[config.mk]
export PLATFORM = sky130hd
export DESIGN_NAME = msrv32_iadder_arbiter
export DESIGN_NICKNAME = d
export VERILOG_FILES = /design/src/rtl/msrv32_iadder_arbiter_pkg.sv /design/src/rtl/msrv32_rr_arb2.sv /design/src/rtl/msrv32_iadder_arbiter.sv
export SDC_FILE = /design/constraint.sdc
export NUM_CORES = 1
export LEC_CHECK = 0
export BUFFER_PORTS_ARGS = -buffer_cell sky130_fd_sc_hd__clkbuf_2
export CAP_MARGIN = 20
export CORE_AREA = 2 2 146 148
export DETAILED_ROUTE_END_ITERATION = 10
export DIE_AREA = 0 0 148 150
export PLACE_DENSITY = 0.45
export SKIP_CTS_REPAIR_TIMING = 1
export SLEW_MARGIN = 40
export SYNTH_ARGS = -nofsm -noshare
export SYNTH_HDL_FRONTEND = slang
export SYNTH_SLANG_ARGS = --single-unit
[constraint.sdc]
create_clock -name clk_in -period 1.95 [get_ports clk_in]
set_input_delay 0.195 -clock clk_in [delete_from_list [all_inputs] [get_ports clk_in]]
set_output_delay 0.195 -clock clk_in [all_outputs]
set_load 0.01 [all_outputs]
[src/rtl/msrv32_iadder_arbiter_pkg.sv]
// Shared encodings for the immediate-adder arbiter slice.
package msrv32_iadder_arbiter_pkg;

  typedef enum logic {
    ST_EMPTY = 1'b0,
    ST_FULL  = 1'b1
  } state_t;

  localparam logic PORT_BR = 1'b0;
  localparam logic PORT_LS = 1'b1;

endpackage

[src/rtl/msrv32_rr_arb2.sv]
// Two-way arbiter with round-robin or fixed priority and a last-grant register.
module msrv32_rr_arb2
  import msrv32_iadder_arbiter_pkg::*;
#(
  parameter bit FIXED_PRIO = 1'b0
) (
  input  logic clk,
  input  logic rst_n,
  input  logic valid0,
  input  logic valid1,
  input  logic advance,
  output logic grant_valid,
  output logic grant
);

  logic last_grant;

  always_comb begin
    grant_valid = valid0 | valid1;
    grant       = PORT_BR;
    if (valid0 && valid1)
      grant = FIXED_PRIO ? PORT_BR : ~last_grant;
    else if (valid1)
      grant = PORT_LS;
  end

  // Reset to PORT_LS so that port 0 wins the first conflict.
  always_ff @(posedge clk or negedge rst_n) begin
    if (!rst_n)
      last_grant <= PORT_LS;
    else if (advance)
      last_grant <= grant;
  end

endmodule

[src/rtl/msrv32_iadder_arbiter.sv]
// Shares one immediate adder between the branch unit and the load/store AGU,
// registering the sum into a one-entry valid/ready response slot.
module msrv32_iadder_arbiter
  import msrv32_iadder_arbiter_pkg::*;
#(
  parameter int unsigned TAG_W      = 4,
  parameter bit          FIXED_PRIO = 1'b0
) (
  input  logic             clk_in,
  input  logic             rst_in,
  input  logic             req0_valid_in,
  output logic             req0_ready_out,
  input  logic             req0_src_in,
  input  logic [31:0]      req0_pc_in,
  input  logic [31:0]      req0_rs1_in,
  input  logic [31:0]      req0_imm_in,
  input  logic [TAG_W-1:0] req0_tag_in,
  input  logic             req1_valid_in,
  output logic             req1_ready_out,
  input  logic             req1_src_in,
  input  logic [31:0]      req1_pc_in,
  input  logic [31:0]      req1_rs1_in,
  input  logic [31:0]      req1_imm_in,
  input  logic [TAG_W-1:0] req1_tag_in,
  output logic [31:0]      iadder_pc_out,
  output logic [31:0]      iadder_rs1_out,
  output logic             iadder_src_out,
  output logic [31:0]      iadder_imm_out,
  input  logic [31:0]      iadder_result_in,
  output logic             rsp_valid_out,
  input  logic             rsp_ready_in,
  output logic [31:0]      rsp_result_out,
  output logic             rsp_id_out,
  output logic [TAG_W-1:0] rsp_tag_out,
  output logic             rsp_misaligned_out
);

  state_t           state;
  logic             grant_valid;
  logic             grant;
  logic             sel1;
  logic             can_accept;
  logic             accept;
  logic [TAG_W-1:0] grant_tag;

  assign rsp_valid_out = (state == ST_FULL);
  assign can_accept    = (state == ST_EMPTY) | (rsp_valid_out & rsp_ready_in);
  assign accept        = can_accept & grant_valid & rst_in;

  msrv32_rr_arb2 #(.FIXED_PRIO(FIXED_PRIO)) u_arb (
    .clk         (clk_in),
    .rst_n       (rst_in),
    .valid0      (req0_valid_in),
    .valid1      (req1_valid_in),
    .advance     (accept),
    .grant_valid (grant_valid),
    .grant       (grant)
  );

  // Ready is masked while reset is held so nothing is acknowledged that the
  // slot cannot capture.
  assign req0_ready_out = accept & (grant == PORT_BR);
  assign req1_ready_out = accept & (grant == PORT_LS);

  assign sel1           = grant_valid & (grant == PORT_LS);
  assign iadder_pc_out  = sel1 ? req1_pc_in  : req0_pc_in;
  assign iadder_rs1_out = sel1 ? req1_rs1_in : req0_rs1_in;
  assign iadder_src_out = sel1 ? req1_src_in : req0_src_in;
  assign iadder_imm_out = sel1 ? req1_imm_in : req0_imm_in;
  assign grant_tag      = sel1 ? req1_tag_in : req0_tag_in;

  always_ff @(posedge clk_in or negedge rst_in) begin
    if (!rst_in) begin
      state              <= ST_EMPTY;
      rsp_result_out     <= '0;
      rsp_id_out         <= PORT_BR;
      rsp_tag_out        <= '0;
      rsp_misaligned_out <= 1'b0;
    end else if (accept) begin
      state              <= ST_FULL;
      rsp_result_out     <= iadder_result_in;
      rsp_id_out         <= grant;
      rsp_tag_out        <= grant_tag;
      rsp_misaligned_out <= |iadder_result_in[1:0];
    end else if (rsp_valid_out && rsp_ready_in) begin
      state <= ST_EMPTY;
    end
  end

endmodule

==> flow_summary.json <==
{
  "cp.arrival_ps": 1640,
  "holdCritPathClass": "in2reg",
  "synth_cell_types": 24,
  "ys_async_sr_fraction_pct": 100,
  "dieArea_mm2": 0.0222,
  "max_freq_mhz": 544,
  "cp_max_fo": 43,
  "p_clk_share_pct": 25.3,
  "fp.dieW_um": 148,
  "path_class": "reg2out",
  "switchingPower_mw": 1.32,
  "yosys_register_bits": 40,
  "cp-start-kind": "flip-flop",
  "critPathMaxStageDelay_ps": 590,
  "seq_area_frac_synth_pct": 34.3,
  "ys_warn_count": 0,
  "swShare_pct": 35.4,
  "report.final.slew_viol_count": 0,
  "power_frac_comb_pct": 45.5,
  "cts_buffers": 5,
  "syn_avg_cell_area_um2": 7.05,
  "drt_first_pass_iters": 4,
  "vias": 3891,
  "h-tree-depth": 2,
  "grt_pass1_vias": 3745,
  "initial_core_util_pct": 14.1,
  "cp_common_cell": "nand2_1",
  "synth_compound_area_share_pct": 4.29,
  "first_iter_violations": 71,
  "worstMarginPinSlew_ps": 542,
  "tns_ps": 0,
  "drive_gt1_share_pct": 55.0,
  "track_usage_pct": 12.2,
  "synth_fp_nets": 653,
  "synth_fa_ha_area_share_pct": 0,
  "power.density_mw_per_mm2": 700,
  "period_needed_ps": 1840,
  "io_pins": 377,
  "dp_hpwl_um": 12700,
  "layout_commonest_cell": "clkbuf_2",
  "p_int_mw": 2.40,
  "wl_um": 15000,
  "postRouteAntennaNets": 0,
  "stdcell_count": 1061,
  "critPathRequiredTime_ps": 1750,
  "cts_sinks": 40,
  "syn_inst": 414,
  "yosys-mux-area-fraction_pct": 15.9,
  "skew_ps": 4.45,
  "fp.dieH_um": 150,
  "ys.flop_type": "dfrtp_1",
  "slowest_stage": "dfstp_2",
  "area_growth_syn_to_layout_pct": 82.2,
  "syn_area_mm2": 0.00292,
  "setup_viol": 0,
  "leakagePower_nw": 3.35,
  "nFillCells": 2341,
  "wire_per_inst_um": 14.1,
  "synth-edff-count": 0,
  "dp.cells": 1048,
  "ir_worst_vdd_mv": 0.575,
  "num_rows": 53,
  "root_buffer": "clkbuf_16",
  "synth_top_family_by_area": "simple AND/OR/NAND/NOR gates",
  "final_cell_mix": "clkbuf_2, nand2_1, dfrtp_1, mux2_4, mux2_2",
  "cts.path.max_buffers": 2,
  "cts_tree": "yes",
  "endpoint_kind": "primary output",
  "maxCapViolations": 0,
  "antenna_found_initial": 5,
  "path_cells": "a21bo_4 -> buf_12 -> nand2_1 -> nand2_1 -> clkbuf_2",
  "port-buffer-count": 376,
  "gp_congestion": 0.747,
  "clock_latency_ps": 280,
  "relSlewSlack_pct": 63.7,
  "seq_power_share_pct": 29.3,
  "status": "complete, no violations",
  "clk_pin_slew_worst_paths_ps": 60,
  "via_per_inst": 3.67,
  "synthSimpleGateAreaFrac_pct": 38.9,
  "grt-ovfl-total": 0,
  "grt_pass1_wl_um": 20900,
  "synth_xor_area_share_pct": 0,
  "hold_viol_final": 0,
  "core_area_mm2": 0.0207,
  "grt_max_degree": 52,
  "final_nets": 1023,
  "fin_crit_sh_pct": 94.2,
  "drc": 0,
  "rsz0062_at_grt": "no"
}
[critical path, delay by kind of cell, from the launching register on]
kind | cells | cell delay (ps)
buffers and inverters | 2 | 350
flip-flops | 1 | 590
AO/OA/AOI/OAI | 1 | 190
AND/OR/NAND/NOR | 2 | 180
[power groups by stage]
stage | combinational [mW] | clock (mW) | sequential [mW]
3_3_place_gp | 1.71 | 0 | 1.10
3_5_place_dp | 1.71 | 0 | 1.10
5_1_grt | 1.87 | 0.999 | 1.11
6_report | 1.69 | 0.940 | 1.09
2_1_floorplan | 0.810 | 0 | 1.16
4_1_cts | 1.71 | 0.974 | 1.09
[layer usage]
layer | global-route usage, % | vias up | part of all wire (%)
met3 | 4.73 | 15 | 10
met2 | 21.1 | 187 | 47
li1 | - | 2024 | -
met4 | 2.29 | 8 | 0.74
met1 | 14.4 | 1657 | 41
met5 | 0 | - | 0.36
[synthesized netlist by cell type (all sizes together) (2+ instances only)]
library cell	count	share of area, %
nand2	292	38
dfrtp	39	33
mux2	32	16
buf	26	6.3
a2bb2oi	4	1.2
o32ai	4	1.2
a31oi	2	0.43
inv	2	0.26
nor2	2	0.26
[stage by stage]
step,total power [mW],setup WS (ps),instance area (um2),util (%),hold slack (ps)
finish,3.72,113,5320,25.7,134
floorplan,1.97,571,2920,-,-101
global route,3.98,16.5,5320,25.7,126
CTS,3.78,-50.3,5280,25.5,-293
detailed placement,2.81,273,5110,24.7,20.2
global placement,2.81,282,5110,24.7,22.7
[final timing paths]
check / depth (start not counted) / end / startpoint / slack (ps)
worst min register to register: 1 / rsp_id_out / rsp_id_out / 470
max in group asynchronous: 4 / rsp_id_out / rst_in / 760
min in group asynchronous: 2 / rsp_result_out[19] / rst_in / 250
worst min-delay path: 2 / rsp_result_out[23] / iadder_result_in[23] / 130
worst max-delay path: 5 / iadder_imm_out[0] / u_arb.last_grant / 110
worst max register to register: 4 / rsp_result_out[12] / rsp_valid_out / 480
[kinds of logic (layout without fill, tap and decap cells)]
kind of cell | Yosys count | count (layout)
AOI/OAI and AO/OA | 15 | 15
buffers and inverters | 28 | 399
DFF | 40 | 40
muxes | 33 | 33
other | 0 | 1
and+or+nand+nor | 298 | 298
[flip-flops by register name, indices dropped and copies added, names as in the netlist]
| signal | flops |
|---|---|
| rsp_valid_out | 1 |
| rsp_result_out | 32 |
| rsp_misaligned_out | 1 |
| rsp_tag_out | 4 |
| rsp_id_out | 1 |
| u_arb.last_grant | 1 |
[area by class of cell]
class                           instances  area [um2]  area share [%]
Antenna cell                            1        2.50          0.0471
Clock buffer                            5         125            2.35
Clock inverter                          3        42.5           0.800
Inverter                                2        7.51           0.141
Multi-Input combinational cell        346        1740            32.8
Sequential cell                        40        1000            18.8
Tap cell                              275         344            6.47
Timing Repair Buffer                  389        2050            38.6
Power figures use the tool's default switching activity.
